--- src/rtl/mem_arbiter_if.sv ---
// Bundle of requester-side and cache-controller-side signals around mem_arbiter.
// The arbiter uses the slave view; whatever drives requests and models memory uses master.
interface mem_arbiter_if;
   logic [15:0] i_Addr;
   logic        i_Rd;
   logic [15:0] d_Addr;
   logic [15:0] d_DataIn;
   logic        d_Rd;
   logic        d_Wr;
   logic        createdump;

   logic [15:0] i_DataOut;
   logic        i_Done;
   logic        i_Stall;
   logic        i_CacheHit;
   logic [15:0] d_DataOut;
   logic        d_Done;
   logic        d_Stall;
   logic        d_CacheHit;
   logic        err;

   logic [15:0] mem_Addr;
   logic [15:0] mem_DataIn;
   logic        mem_Rd;
   logic        mem_Wr;
   logic        mem_createdump;
   logic [15:0] mem_DataOut;
   logic        mem_Done;
   logic        mem_CacheHit;
   logic        mem_Stall;

   modport slave (
      input  i_Addr, i_Rd, d_Addr, d_DataIn, d_Rd, d_Wr, createdump,
      input  mem_DataOut, mem_Done, mem_CacheHit, mem_Stall,
      output i_DataOut, i_Done, i_Stall, i_CacheHit,
      output d_DataOut, d_Done, d_Stall, d_CacheHit, err,
      output mem_Addr, mem_DataIn, mem_Rd, mem_Wr, mem_createdump
   );

   modport master (
      output i_Addr, i_Rd, d_Addr, d_DataIn, d_Rd, d_Wr, createdump,
      output mem_DataOut, mem_Done, mem_CacheHit, mem_Stall,
      input  i_DataOut, i_Done, i_Stall, i_CacheHit,
      input  d_DataOut, d_Done, d_Stall, d_CacheHit, err,
      input  mem_Addr, mem_DataIn, mem_Rd, mem_Wr, mem_createdump
   );
endinterface

--- src/rtl/mem_arbiter.sv ---
// Shares one cache controller between the instruction-fetch and data ports.
// The granted request is frozen in hold registers until the controller returns Done.
module mem_arbiter #(
   parameter int DATA_PRIORITY = 0
) (
   input  logic         clk,
   input  logic         rst,
   mem_arbiter_if.slave bus_io
);

   typedef enum logic {IDLE, BUSY} state_t;
   typedef enum logic {PORT_I, PORT_D} port_t;

   state_t      state_q, state_d;
   port_t       winner_q, winner_d;
   port_t       lastGrant_q, lastGrant_d;
   logic [15:0] holdAddr_q, holdAddr_d;
   logic [15:0] holdData_q, holdData_d;
   logic        holdRd_q, holdRd_d;
   logic        holdWr_q, holdWr_d;

   logic iReq;
   logic dReq;
   logic dIllegal;
   logic grantData;
   logic busy;
   logic doneNow;

   // A data request with both strobes high is not a request at all for arbitration.
   assign dIllegal  = bus_io.d_Rd & bus_io.d_Wr;
   assign dReq      = bus_io.d_Rd ^ bus_io.d_Wr;
   assign iReq      = bus_io.i_Rd;
   assign grantData = dReq & (~iReq | (DATA_PRIORITY != 0) | (lastGrant_q == PORT_I));

   always_ff @(posedge clk) begin
      if (rst) begin
         state_q     <= IDLE;
         winner_q    <= PORT_I;
         lastGrant_q <= PORT_I;
         holdAddr_q  <= '0;
         holdData_q  <= '0;
         holdRd_q    <= 1'b0;
         holdWr_q    <= 1'b0;
      end else begin
         state_q     <= state_d;
         winner_q    <= winner_d;
         lastGrant_q <= lastGrant_d;
         holdAddr_q  <= holdAddr_d;
         holdData_q  <= holdData_d;
         holdRd_q    <= holdRd_d;
         holdWr_q    <= holdWr_d;
      end
   end

   always_comb begin
      state_d     = state_q;
      winner_d    = winner_q;
      lastGrant_d = lastGrant_q;
      holdAddr_d  = holdAddr_q;
      holdData_d  = holdData_q;
      holdRd_d    = holdRd_q;
      holdWr_d    = holdWr_q;
      case (state_q)
         IDLE: begin
            if (iReq || dReq) begin
               state_d = BUSY;
               if (grantData) begin
                  winner_d   = PORT_D;
                  holdAddr_d = bus_io.d_Addr;
                  holdData_d = bus_io.d_DataIn;
                  holdRd_d   = bus_io.d_Rd;
                  holdWr_d   = bus_io.d_Wr;
               end else begin
                  winner_d   = PORT_I;
                  holdAddr_d = bus_io.i_Addr;
                  holdData_d = '0;
                  holdRd_d   = 1'b1;
                  holdWr_d   = 1'b0;
               end
            end
         end
         BUSY: begin
            if (bus_io.mem_Done) begin
               state_d     = IDLE;
               lastGrant_d = winner_q;
            end
         end
      endcase
   end

   // Everything visible is forced quiet while rst is high so a reset cycle never leaks a Done.
   assign busy    = (state_q == BUSY) & ~rst;
   assign doneNow = busy & bus_io.mem_Done;

   assign bus_io.mem_Addr       = holdAddr_q;
   assign bus_io.mem_DataIn     = holdData_q;
   assign bus_io.mem_Rd         = busy & holdRd_q;
   assign bus_io.mem_Wr         = busy & holdWr_q;
   assign bus_io.mem_createdump = bus_io.createdump;

   assign bus_io.i_Done     = doneNow & (winner_q == PORT_I);
   assign bus_io.i_DataOut  = bus_io.i_Done ? bus_io.mem_DataOut : 16'h0000;
   assign bus_io.i_CacheHit = bus_io.i_Done & bus_io.mem_CacheHit;
   assign bus_io.i_Stall    = iReq & ~bus_io.i_Done & ~rst;

   assign bus_io.d_Done     = doneNow & (winner_q == PORT_D);
   assign bus_io.d_DataOut  = bus_io.d_Done ? bus_io.mem_DataOut : 16'h0000;
   assign bus_io.d_CacheHit = bus_io.d_Done & bus_io.mem_CacheHit;
   assign bus_io.d_Stall    = dReq & ~bus_io.d_Done & ~rst;

   assign bus_io.err = dIllegal & ~rst;

   // Controller protocol checks: no Done while idle, and never Done while claiming a stall.
   always_ff @(posedge clk) begin
      if (!rst) begin
         assert (!(state_q == IDLE && bus_io.mem_Done));
         assert (!(bus_io.mem_Done && bus_io.mem_Stall));
      end
   end

endmodule

--- src/flat_wrapper.sv ---
// flat-port wrapper written by rule: the top's interface ports become plain ports
module mem_arbiter_flat 
#(
   parameter int DATA_PRIORITY = 0
)
  (clk, rst, bus_io_i_Addr, bus_io_i_Rd, bus_io_d_Addr, bus_io_d_DataIn, bus_io_d_Rd, bus_io_d_Wr, bus_io_createdump, bus_io_mem_DataOut, bus_io_mem_Done, bus_io_mem_CacheHit, bus_io_mem_Stall, bus_io_i_DataOut, bus_io_i_Done, bus_io_i_Stall, bus_io_i_CacheHit, bus_io_d_DataOut, bus_io_d_Done, bus_io_d_Stall, bus_io_d_CacheHit, bus_io_err, bus_io_mem_Addr, bus_io_mem_DataIn, bus_io_mem_Rd, bus_io_mem_Wr, bus_io_mem_createdump);
  mem_arbiter_if bus_io_i ();
  input  logic clk;
  input  logic rst;
  input wire logic [$bits(bus_io_i.i_Addr)-1:0] bus_io_i_Addr;
  input wire logic [$bits(bus_io_i.i_Rd)-1:0] bus_io_i_Rd;
  input wire logic [$bits(bus_io_i.d_Addr)-1:0] bus_io_d_Addr;
  input wire logic [$bits(bus_io_i.d_DataIn)-1:0] bus_io_d_DataIn;
  input wire logic [$bits(bus_io_i.d_Rd)-1:0] bus_io_d_Rd;
  input wire logic [$bits(bus_io_i.d_Wr)-1:0] bus_io_d_Wr;
  input wire logic [$bits(bus_io_i.createdump)-1:0] bus_io_createdump;
  input wire logic [$bits(bus_io_i.mem_DataOut)-1:0] bus_io_mem_DataOut;
  input wire logic [$bits(bus_io_i.mem_Done)-1:0] bus_io_mem_Done;
  input wire logic [$bits(bus_io_i.mem_CacheHit)-1:0] bus_io_mem_CacheHit;
  input wire logic [$bits(bus_io_i.mem_Stall)-1:0] bus_io_mem_Stall;
  output wire logic [$bits(bus_io_i.i_DataOut)-1:0] bus_io_i_DataOut;
  output wire logic [$bits(bus_io_i.i_Done)-1:0] bus_io_i_Done;
  output wire logic [$bits(bus_io_i.i_Stall)-1:0] bus_io_i_Stall;
  output wire logic [$bits(bus_io_i.i_CacheHit)-1:0] bus_io_i_CacheHit;
  output wire logic [$bits(bus_io_i.d_DataOut)-1:0] bus_io_d_DataOut;
  output wire logic [$bits(bus_io_i.d_Done)-1:0] bus_io_d_Done;
  output wire logic [$bits(bus_io_i.d_Stall)-1:0] bus_io_d_Stall;
  output wire logic [$bits(bus_io_i.d_CacheHit)-1:0] bus_io_d_CacheHit;
  output wire logic [$bits(bus_io_i.err)-1:0] bus_io_err;
  output wire logic [$bits(bus_io_i.mem_Addr)-1:0] bus_io_mem_Addr;
  output wire logic [$bits(bus_io_i.mem_DataIn)-1:0] bus_io_mem_DataIn;
  output wire logic [$bits(bus_io_i.mem_Rd)-1:0] bus_io_mem_Rd;
  output wire logic [$bits(bus_io_i.mem_Wr)-1:0] bus_io_mem_Wr;
  output wire logic [$bits(bus_io_i.mem_createdump)-1:0] bus_io_mem_createdump;
  assign bus_io_i.i_Addr = bus_io_i_Addr;
  assign bus_io_i.i_Rd = bus_io_i_Rd;
  assign bus_io_i.d_Addr = bus_io_d_Addr;
  assign bus_io_i.d_DataIn = bus_io_d_DataIn;
  assign bus_io_i.d_Rd = bus_io_d_Rd;
  assign bus_io_i.d_Wr = bus_io_d_Wr;
  assign bus_io_i.createdump = bus_io_createdump;
  assign bus_io_i.mem_DataOut = bus_io_mem_DataOut;
  assign bus_io_i.mem_Done = bus_io_mem_Done;
  assign bus_io_i.mem_CacheHit = bus_io_mem_CacheHit;
  assign bus_io_i.mem_Stall = bus_io_mem_Stall;
  assign bus_io_i_DataOut = bus_io_i.i_DataOut;
  assign bus_io_i_Done = bus_io_i.i_Done;
  assign bus_io_i_Stall = bus_io_i.i_Stall;
  assign bus_io_i_CacheHit = bus_io_i.i_CacheHit;
  assign bus_io_d_DataOut = bus_io_i.d_DataOut;
  assign bus_io_d_Done = bus_io_i.d_Done;
  assign bus_io_d_Stall = bus_io_i.d_Stall;
  assign bus_io_d_CacheHit = bus_io_i.d_CacheHit;
  assign bus_io_err = bus_io_i.err;
  assign bus_io_mem_Addr = bus_io_i.mem_Addr;
  assign bus_io_mem_DataIn = bus_io_i.mem_DataIn;
  assign bus_io_mem_Rd = bus_io_i.mem_Rd;
  assign bus_io_mem_Wr = bus_io_i.mem_Wr;
  assign bus_io_mem_createdump = bus_io_i.mem_createdump;
  mem_arbiter #(.DATA_PRIORITY(DATA_PRIORITY)) u_core (.clk(clk), .rst(rst), .bus_io(bus_io_i));
endmodule
--- config.mk ---
export PLATFORM = sky130hd
export DESIGN_NAME = mem_arbiter_flat
export DESIGN_NICKNAME = d
export VERILOG_FILES = /design/src/rtl/mem_arbiter_if.sv /design/src/rtl/mem_arbiter.sv /design/src/flat_wrapper.sv
export SDC_FILE = /design/constraint.sdc
export NUM_CORES = 1
export LEC_CHECK = 0
export BUFFER_PORTS_ARGS = -buffer_cell sky130_fd_sc_hd__buf_2
export CAP_MARGIN = 40
export CORE_MARGIN = 3
export CORE_UTILIZATION = 37
export CTS_CLUSTER_DIAMETER = 120
export CTS_CLUSTER_SIZE = 20
export DETAILED_ROUTE_END_ITERATION = 16
export GPL_TIMING_DRIVEN = 0
export PLACE_DENSITY = 0.77
export SYNTH_ARGS = -nofsm -noshare
export SYNTH_HDL_FRONTEND = slang
export SYNTH_SLANG_ARGS = --single-unit
--- constraint.sdc ---
create_clock -name clk -period 2.7 [get_ports clk]
set_input_delay 0.54 -clock clk [delete_from_list [all_inputs] [get_ports clk]]
set_output_delay 0.54 -clock clk [all_outputs]
set_load 0.01 [all_outputs]
Word level (Yosys, flattened, before mapping):

Index checks and enable logic that the tools add are counted.

* mux-type cells: 10
* bitwise logic cells: 24
* reductions and logical operators: 3

Operators with widths (number)
* two-way mux 16 bit: 4
* bitwise AND 1 bit: 15
* inverter 1 bit: 7
* two-way mux 1 bit: 5
* AND reduction 2 bit: 2
* one-hot mux 1 bit (2 select lines): 1
* logical OR 1 bit: 1
* bitwise OR 1 bit: 1
* XOR 1 bit: 1

* flip-flop bits (word level): 37
* input port bits: 73
* output and inout bits: 74

Logic depth before layout (Yosys ltp):

Gate-level depths: netlist of run 1.

* depth after elaboration: 7
* mapped depth: 6
* depth with buffers taken out: 4

Worst setup path before layout of run 1:

Ideal clock, no wire load.

* path kind: input to output
* start: input rst
* end: output bus_io_i_Stall
* arrival time: 1421 ps
* setup slack: 739 ps
* stages: 4
* buffers on the path: 2
* cells stage by stage: buf_6 > and4bb_2 > buf_2 > nor3b_1

* word-level cells in the longest chain between the ends: 7

Ends and longest elaborated chain
* start, declared: RTL line flat_wrapper.sv:9 `input logic rst;`
* inverter 1 bit: RTL line mem_arbiter.sv:92 `assign busy = (state_q == BUSY) & ~rst;`
* bitwise AND 1 bit: RTL line mem_arbiter.sv:92
* bitwise AND 1 bit: RTL line mem_arbiter.sv:93 `assign doneNow = busy & bus_io.mem_Done;`
* bitwise AND 1 bit: RTL line mem_arbiter.sv:101 `assign bus_io.i_Done = doneNow & (winner_q == PORT_I);`
* via bus_io_i_Done: RTL line flat_wrapper.sv:22 `output wire logic [$bits(bus_io_i.i_Done)-1:0] bus_io_i_Done;`
* inverter 1 bit: RTL line mem_arbiter.sv:104 `assign bus_io.i_Stall = iReq & ~bus_io.i_Done & ~rst;`
* bitwise AND 1 bit (2 in series): RTL line mem_arbiter.sv:104
* end, declared: RTL line flat_wrapper.sv:23 `output wire logic [$bits(bus_io_i.i_Stall)-1:0] bus_io_i_Stall;`

The timed path passes the listed nets, and every way through them passes these cells.

Worst setup path after layout of run 1:

* start: register u_core.state_q
* end: output bus_io_i_DataOut[11]

* word-level cells in the longest chain between the ends: 4

Ends and longest elaborated chain
* start, declared: RTL line mem_arbiter.sv:14 `state_t state_q, state_d;`
* start signal, assigned: RTL line mem_arbiter.sv:45 `state_q <= state_d;`
* bitwise AND 1 bit: RTL line mem_arbiter.sv:92
* bitwise AND 1 bit: RTL line mem_arbiter.sv:93
* bitwise AND 1 bit: RTL line mem_arbiter.sv:101
* two-way mux 16 bit: RTL line mem_arbiter.sv:102 `assign bus_io.i_DataOut = bus_io.i_Done ? bus_io.mem_DataOut : 16'h0000;`
* end, declared: RTL line flat_wrapper.sv:21 `output wire logic [$bits(bus_io_i.i_DataOut)-1:0] bus_io_i_DataOut;`

No other way between the ends.

==> results of run 1 <==
## logic make-up (layout without fill, tap and decap cells)
family                   Yosys count  in the layout  synth area share
AND/OR/NAND/NOR                   99             99             0.288
AO/OA/AOI/OAI                     40             40             0.207
adder cells (fa/ha/maj)            1              1           0.00701
buffers and inverters             19            169            0.0834
flip-flops                        37             37             0.415
## per-layer routing
metal,up-vias,wire [um]
met2,97,2570
met5,-,0
met4,0,34
met3,4,467
li1,979,-
met1,871,2170
## layout make-up
| type | count | area, um^2 | area share |
|---|---|---|---|
| Buffer | 18 | 145 | 0.0549 |
| Tap cell | 52 | 65.1 | 0.0246 |
| Multi-Input combinational cell | 140 | 895 | 0.339 |
| Sequential cell | 37 | 741 | 0.280 |
| Inverter | 1 | 3.75 | 0.00142 |
| Clock buffer | 6 | 72.6 | 0.0275 |
| Timing Repair Buffer | 142 | 711 | 0.269 |
| Clock inverter | 2 | 10.0 | 0.00379 |
## path summary, 6_finish.rpt
path,startpoint,end,slack (ns),cells after the start
hold reg to reg,u_core.bus_io.mem_DataIn[1],u_core.bus_io.mem_DataIn[1],0.47,1
setup / recovery,u_core.state_q,bus_io_i_DataOut[11],0.48,5
hold / removal,u_core.bus_io.mem_DataIn[1],u_core.bus_io.mem_DataIn[1],0.47,1
setup reg to reg,u_core.state_q,u_core.bus_io.mem_DataIn[10],1.37,4
## sequential cells by signal, indices dropped and copies added (netlist names)
signal / cells
u_core.bus_io.mem_Addr: 16
u_core.bus_io.mem_DataIn: 16
u_core.holdRd_q: 1
u_core.holdWr_q: 1
u_core.lastGrant_q: 1
u_core.state_q: 1
u_core.winner_q: 1
## stage by stage
step	hold WS, ns	worst slack, ns
finish	0.469	0.478
global route	0.472	0.294
detailed placement	0.452	0.620
floorplan	0.435	0.739
global placement	0.452	0.603
CTS	0.461	0.455
## placed cells by master, fill, tap and decap left out, types with 2 or more instances in the layout
master / instances
a22o_1: 17
a311oi_1: 16
and2_1: 34
and3b_1: 2
buf_2: 147
buf_4: 3
buf_6: 8
clkbuf_1: 3
clkbuf_8: 5
clkinv_2: 2
dfxtp_1: 37
nand2_1: 34
nor2_1: 18
nor2b_1: 2
nor3_1: 3
## synth_stat cells, drive strengths merged
| library cell | number |
|---|---|
| a211oi | 2 |
| a21bo | 1 |
| a21boi | 1 |
| a21oi | 1 |
| a22o | 17 |
| a311oi | 16 |
| and2 | 34 |
| and3b | 2 |
| and4b | 1 |
| and4bb | 1 |
| buf | 16 |
| clkbuf | 2 |
| dfxtp | 37 |
| ha | 1 |
| inv | 1 |
| nand2 | 34 |
| nand2b | 1 |
| nand3 | 1 |
| nor2 | 19 |
| nor2b | 2 |
| nor3 | 3 |
| nor3b | 1 |
| o21ba | 1 |
| o22a | 1 |
## power breakdown
group / total (uW) / internal (uW) / switching [uW] / leakage [uW]
registers: 623 / 598 / 25.0 / 0.000305
logic: 343 / 166 / 177 / 0.00112
clock network: 359 / 179 / 181 / 0.0000450
total: 1330 / 943 / 382 / 0.00147
==> out/metrics.yaml, run 1 <==
status: "finished clean"
max_stage_delay_ns: 0.36
grt_pass1_wl_mm: 7.90
crit_family: "buffers and inverters"
max_slew.worst_pin.slew_ns: 0.468
yosys-top-cells-area: "dfxtp_1, and2_1, a22o_1"
gr-total-overflow: 0
cp_data_arrival_time_ns: 1.68
htree_levels: 2
wl_per_cell_um: 13.2
clkTransAtPathRegs_ns: 0.07
crit_slowest_cell: "and4bb_2"
startpoint_type: "flop"
postRouteAntennaNets: 0
placed_cells: 390
gp_congestion: 0.765
syn_area_um2: 1780
rsz0062_at_grt: "no"
cts_buffer_depth: 2
fill_cells: 419
ys_seq_area_frac: 0.415
first_pass_iters: 4
p_leak_uw: 0.00147
required_ns: 2.16
post-route-util: 0.587
cts_resized: 0
wl_mm: 5.25
root_buffer: "clkbuf_8"
fin_nets: 419
cpMostUsedCell: "buf_2"
design_area_um2: 2640
hp-class: "flop to flop"
post-route-drc-count: 0
io_pins: 147
met2_usage: 0.331
path_cells: "buf_2 -> and4bb_2 -> buf_2 -> and2_1 -> buf_2"
area_delta_synth_final_pct: 48.1
cts.sinks: 37
die-area_um2: 5690
period_share: 0.823
power_uw: 1330
synth_top_area_frac: 0.415
period_minus_slack_ns: 2.22
die_h_um: 75.4
vdd_drop_max_uv: 192
postPlaceCellArea_um2: 2560
grt_usage: 0.177
worstPathMaxFanout: 10
slew_violations: 0
synth_top_area_cell: "dfxtp_1"
cts_tree: "yes"
fmax_mhz: 450
cts_setup_buffers: 0
yosysWarnings: 0
maxCapViolations: 0
ys_ff_latch: 37
synth_cell_types: 28
chipWidth_um: 75.4
dp_hpwl_mm: 4.18
cp_num_buf_inv: 3
clkLatencyLatePin_ns: 0.28
hold_buffers: 0
cp-end-kind: "output port"
instances_no_fill: 398
layout-drive-gt1-share: 0.494
diodes: 0
grt_use_met1: 0.194
row_count: 24
slew_headroom: 0.688
hold_viol: 0
gr-max-usage-layer: "met2"
fin_skew_ns: 0.00756
start_util: 0.396
power_density_nw_per_um2: 502
port_buffers: 142
core_um2: 4500
met3_usage: 0.0488
antenna_found_initial: 0
worstSetupPathType: "flop to output port"
drt-initial-drc-count: 55
grt_pass1_vias: 1915
setup_viol: 0
grt_max_degree: 12
routed_via_density: 4.90
synthCells: 196
tns_ns: 0
syn_area_per_cell_um2: 9.10
numCtsBuffers: 5
synth_nets: 270
vias: 1951
(Power assumes the default switching activity.)
==> inputs of run 2 (changes only) <==
--- a/config.mk
+++ b/config.mk
@@ -5,15 +5,16 @@
 export SDC_FILE = /design/constraint.sdc
 export NUM_CORES = 1
 export LEC_CHECK = 0
+export ABC_AREA = 1
 export BUFFER_PORTS_ARGS = -buffer_cell sky130_fd_sc_hd__buf_2
 export CAP_MARGIN = 40
 export CORE_MARGIN = 3
-export CORE_UTILIZATION = 37
+export CORE_UTILIZATION = 36
 export CTS_CLUSTER_DIAMETER = 120
 export CTS_CLUSTER_SIZE = 20
 export DETAILED_ROUTE_END_ITERATION = 16
 export GPL_TIMING_DRIVEN = 0
-export PLACE_DENSITY = 0.77
+export PLACE_DENSITY = 0.76
 export SYNTH_ARGS = -nofsm -noshare
 export SYNTH_HDL_FRONTEND = slang
 export SYNTH_SLANG_ARGS = --single-unit
==> constraint.sdc (replaced) <==
create_clock -name clk -period 1.9 [get_ports clk]
set_input_delay 0.38 -clock clk [delete_from_list [all_inputs] [get_ports clk]]
set_output_delay 0.38 -clock clk [all_outputs]
set_load 0.01 [all_outputs]
==> run 2 against run 1 <==
Net effect: clock-buffer cell count unchanged; cell count up 33%; highest routed layer unchanged; synthesized cell count up 57%; design area up 7.8%; sequential power up 42%; non-clock buffer count up 6; critical path depth up 1; largest cell class unchanged.
==> out/metrics.yaml, run 2 <==
synth_nets: 381
start_util: 0.376
root_buffer: "clkbuf_8"
post-route-util: 0.554
cts.sinks: 37
syn_area_um2: 1930
cp-end-kind: "output port"
fmax_mhz: 556
yosys-top-cells-count: "nor2_1, nand2_1, inv_1"
instances_no_fill: 531
die_h_um: 79.2
synth_cell_types: 19
tns_ns: 0
gp_congestion: 0.773
fin_skew_ns: 0.00413
post-route-drc-count: 0
cts_tree: "yes"
yosysMostFrequentCell: "nor2_1"
htree_levels: 2
hp-class: "input port to flop"
pre_cts_ws_ns: -0.100
row_count: 26
status: "finished clean"
p_comb_frac: 0.270
grt_usage: 0.187
switchingPower_uw: 614
internal_power_uw: 1330
slew_headroom: 0.721
ys_seq_area_frac: 0.384
placed_cells: 521
io_pins: 147
cts_buffer_depth: 2
power_density_nw_per_um2: 681
grt_max_degree: 20
p_leak_uw: 0.00172
yosysWarnings: 0
max_slew.worst_pin.slew_ns: 0.419
async_reset_ff_frac: 0
first_pass_iters: 4
synthCells: 307
grt_pass1_vias: 2191
vdd_drop_max_uv: 367
fin_nets: 534
yosys-top-cells-area: "dfxtp_1, nor2_1, nand2_1"
drt-initial-drc-count: 61
numCtsBuffers: 5
grt_pass1_wl_mm: 9.62
startpoint_type: "input port"
layout-drive-gt1-share: 0.390
area_delta_synth_final_pct: 47.5
wl_per_cell_um: 11.0
routed_via_density: 4.47
critPathLaunch: "bus_io_d_Wr"
final_cell_mix: "buf_2, nor2_1, nand2_1, inv_1, dfxtp_1"
clkLatencyLatePin_ns: 0.28
period_minus_slack_ns: 1.80
rr_worst_depth: 6
chipWidth_um: 79.2
setup_viol: 0
vias: 2373
synth_ff_type: "dfxtp_1"
worstSetupPathType: "input port to output port"
ys_ff_latch: 37
syn_area_per_cell_um2: 6.29
period_share: 0.947
diodes: 0
gr-total-overflow: 0
worst_slack_ns: 0.101
design_area_um2: 2850
core_um2: 5140
power.share.clock: 0.273
final_common_cell: "buf_2"
hold_depth: 3
antenna_found_initial: 0
postRouteAntennaNets: 0
rr_startpoint: "u_core.lastGrant_q"
synth_top_area_cell: "dfxtp_1"
port_buffers: 144
cp_data_arrival_time_ns: 1.42
slew_violations: 0
clkTransAtPathRegs_ns: 0.07
synth_edf_count: 0
postPlaceCellArea_um2: 2740
required_ns: 1.52
rsz0062_at_grt: "no"
hold_viol: 0
worstPathMaxFanout: 19
wl_mm: 5.86
synth_top_area_frac: 0.384
dp_hpwl_mm: 4.68
hold_start: "bus_io_d_Rd"
maxCapViolations: 0
die-area_um2: 6280
seq_power_share: 0.457
swShare: 0.317
[run 2: kinds of logic (layout without fill, tap and decap cells)]
group	count (synthesis)	count (layout)	synth area share
compound gates	37	37	0.0979
fa+ha+maj	1	1	0.00648
simple gates	170	170	0.369
flops	37	37	0.384
buf+inv	62	216	0.143
[run 2: cell type report]
cell class	instances	area, um^2
fillers	533	2290
multi-input cells	208	913
flip-flops and latches	37	744
repair buffers	147	743
inverters	42	158
plain buffers	19	119
well taps	70	87.6
clock buffers	6	72.6
clock inverters	2	10.0
[run 2: final timing paths]
path / end / slack, ns
worst min register to register: u_core.bus_io.mem_DataIn[11] / 0.46
worst max-delay path: bus_io_d_Stall / 0.10
worst max register to register: u_core.bus_io.mem_Addr[13] / 0.69
worst min-delay path: u_core.holdRd_q / 0.35
[run 2: critical path, cell delays in order]
cell	delay (ns)
buf_2	0.11
ha_1	0.35
clkbuf_4	0.29
nand3_1	0.10
inv_1	0.06
buf_2	0.12
[run 2: through the flow]
step                      power, uW  hold slack, ns
final                          1940           0.345
after global routing           2060           0.366
after CTS                      1950           0.344
after detailed placement       1430           0.449
after global placement         1420           0.444
after floorplan                1210           0.441
[run 2: power by group through the flow]
| stage | clock [uW] | sequential [uW] | combinational (uW) |
|---|---|---|---|
| CTS | 542 | 886 | 526 |
| global placement | 0 | 900 | 519 |
| detailed placement | 0 | 902 | 527 |
| global route | 574 | 893 | 594 |
| finish | 530 | 886 | 524 |
| floorplan | 0 | 930 | 278 |
[run 2: layer usage]
layer  GRT usage  wire length (um)  up-vias
li1            -                 -     1245
met1       0.224              2510     1032
met2       0.329              2880       89
met3      0.0431               413        7
met4      0.0584                59        0
met5           0                 0        -
[run 2: repair_timing]
| action | CTS | global route |
|---|---|---|
| gates resized for setup | 1 | 6 |
| endpoints found under the setup margin | 2 | 13 |
| setup buffers | 0 | 3 |
| hold buffers | 0 | 0 |
| cloned | 0 | 0 |
==> inputs of run 3 (changes only) <==
--- a/config.mk
+++ b/config.mk
@@ -8,13 +8,15 @@
 export ABC_AREA = 1
 export BUFFER_PORTS_ARGS = -buffer_cell sky130_fd_sc_hd__buf_2
 export CAP_MARGIN = 40
+export CELL_PAD_IN_SITES_DETAIL_PLACEMENT = 1
+export CELL_PAD_IN_SITES_GLOBAL_PLACEMENT = 1
 export CORE_MARGIN = 3
-export CORE_UTILIZATION = 36
+export CORE_UTILIZATION = 22
 export CTS_CLUSTER_DIAMETER = 120
 export CTS_CLUSTER_SIZE = 20
 export DETAILED_ROUTE_END_ITERATION = 16
 export GPL_TIMING_DRIVEN = 0
-export PLACE_DENSITY = 0.76
+export PLACE_DENSITY_LB_ADDON = 0.1
 export SYNTH_ARGS = -nofsm -noshare
 export SYNTH_HDL_FRONTEND = slang
 export SYNTH_SLANG_ARGS = --single-unit
==> run 3 against run 2 <==
Net effect: worst hold slack better by 0.0098 ns; setup slack better by 0.014 ns; die area up 58%; register-to-register slack worse by 0.13 ns; cell count up 6.6%; combinational power up 4.4%; clock skew up 0.0035 ns; fmax up 0.79%; clock-buffer cell count unchanged; sequential share of layout area down 0.82 points; critical endpoint is now bus_io_i_DataOut[2].
==> out/metrics.yaml, run 3 (synthesis results as in run 2) <==
status: "finished clean"
fmax_mhz: 560
cts_buffer_depth: 2
routed_via_density: 4.29
met2_usage: 0.233
cp_data_arrival_time_ns: 1.40
htree_levels: 2
rsz0062_at_grt: "no"
rr_worst_depth: 6
wl_mm: 7.11
fin_nets: 534
final_common_cell: "buf_2"
row_count: 33
power_density_nw_per_um2: 735
fill_cells: 1139
worstSetupPathType: "flop to output port"
post-route-util: 0.351
first_pass_iters: 4
max_slew.worst_pin.slew_ns: 0.431
hold_start: "bus_io_d_Rd"
layout-drive-gt1-share: 0.397
area_delta_synth_final_pct: 52.3
wl_per_cell_um: 12.6
clkTransAtPathRegs_ns: 0.08
setup_viol: 0
io_pins: 147
cp-end-kind: "output port"
core_um2: 8380
hold_viol: 0
slew_headroom: 0.713
period_minus_slack_ns: 1.78
clkLatencyLatePin_ns: 0.29
critPathLaunch: "u_core.state_q"
required_ns: 1.52
slew_violations: 0
root_buffer: "clkbuf_8"
dp_hpwl_mm: 5.59
hold_depth: 3
tns_ns: 0
drt-initial-drc-count: 47
hp-class: "input port to flop"
port_buffers: 144
grt_use_met1: 0.175
gp_congestion: 0.691
fin_skew_ns: 0.00763
grt_usage: 0.141
met3_usage: 0.0470
period_share: 0.939
final_cell_mix: "buf_2, nor2_1, nand2_1, inv_1, dfxtp_1"
die_h_um: 99.7
startpoint_type: "flop"
rr_startpoint: "u_core.state_q"
cts_tree: "yes"
numCtsBuffers: 5
postRouteAntennaNets: 0
maxCapViolations: 0
grt_pass1_vias: 2359
cts.sinks: 37
pre_cts_ws_ns: -0.136
worst_slack_ns: 0.115
vias: 2426
gr-max-usage-layer: "met2"
holdWs_ns: 0.355
die-area_um2: 9940
p_leak_uw: 0.00173
grt_pass1_wl_mm: 11.4
diodes: 0
start_util: 0.230
antenna_found_initial: 0
worstPathMaxFanout: 6
chipWidth_um: 99.7
grt_max_degree: 13
gr-total-overflow: 0
vdd_drop_max_uv: 289
r2r_setup_slack_ns: 0.56
post-route-drc-count: 0
-- run 3: metal layers --
metal	up-vias	wire length (um)
met2	105	3280
met4	0	60
li1	1246	-
met3	4	714
met5	-	0
met1	1071	3050
-- run 3: power by group --
part	total [uW]	internal [uW]	switching [uW]	leakage (uW)
Sequential	883	847	35.2	0.000306
Clock	733	427	305	0.0000574
Combinational	547	229	319	0.00137
-- run 3: worst max-delay path, stage by stage, from the launching register on --
cell and delay [ns]:
dfxtp_4 0.35, nand2_2 0.08, nor3_4 0.24, inv_4 0.06
buf_4 0.16, nor2_1 0.09, buf_2 0.14
-- run 3: worst paths after layout --
check / to
min: u_core.holdRd_q
max reg2reg: u_core.bus_io.mem_DataIn[6]
max: bus_io_i_DataOut[2]
min reg2reg: u_core.bus_io.mem_DataIn[7]
-- run 3: final cells by class --
cell class	instances	area, um^2	area share
repair buffers	147	743	0.253
well taps	105	131	0.0447
flip-flops and latches	37	744	0.253
clock buffers	6	82.6	0.0281
clock inverters	2	37.5	0.0128
multi-input cells	208	918	0.312
inverters	42	160	0.0545
plain buffers	19	123	0.0417
-- run 3: per-stage QoR --
step	cell area [um^2]	std cells	power (uW)
3_3_place_gp	2780	556	1440
5_1_grt	2940	566	2310
4_1_cts	2910	564	2200
3_5_place_dp	2780	556	1450
2_1_floorplan	1930	307	1210
6_report	2940	566	2160
-- run 3: timing repair --
| item | in CTS | in global routing |
|---|---|---|
| gates resized for setup | 5 | 7 |
| gates cloned | 0 | 0 |
| hold buffers | 0 | 0 |
| pin swaps | 0 | 1 |
| setup buffers | 0 | 3 |
| setup endpoints to repair | 19 | 22 |
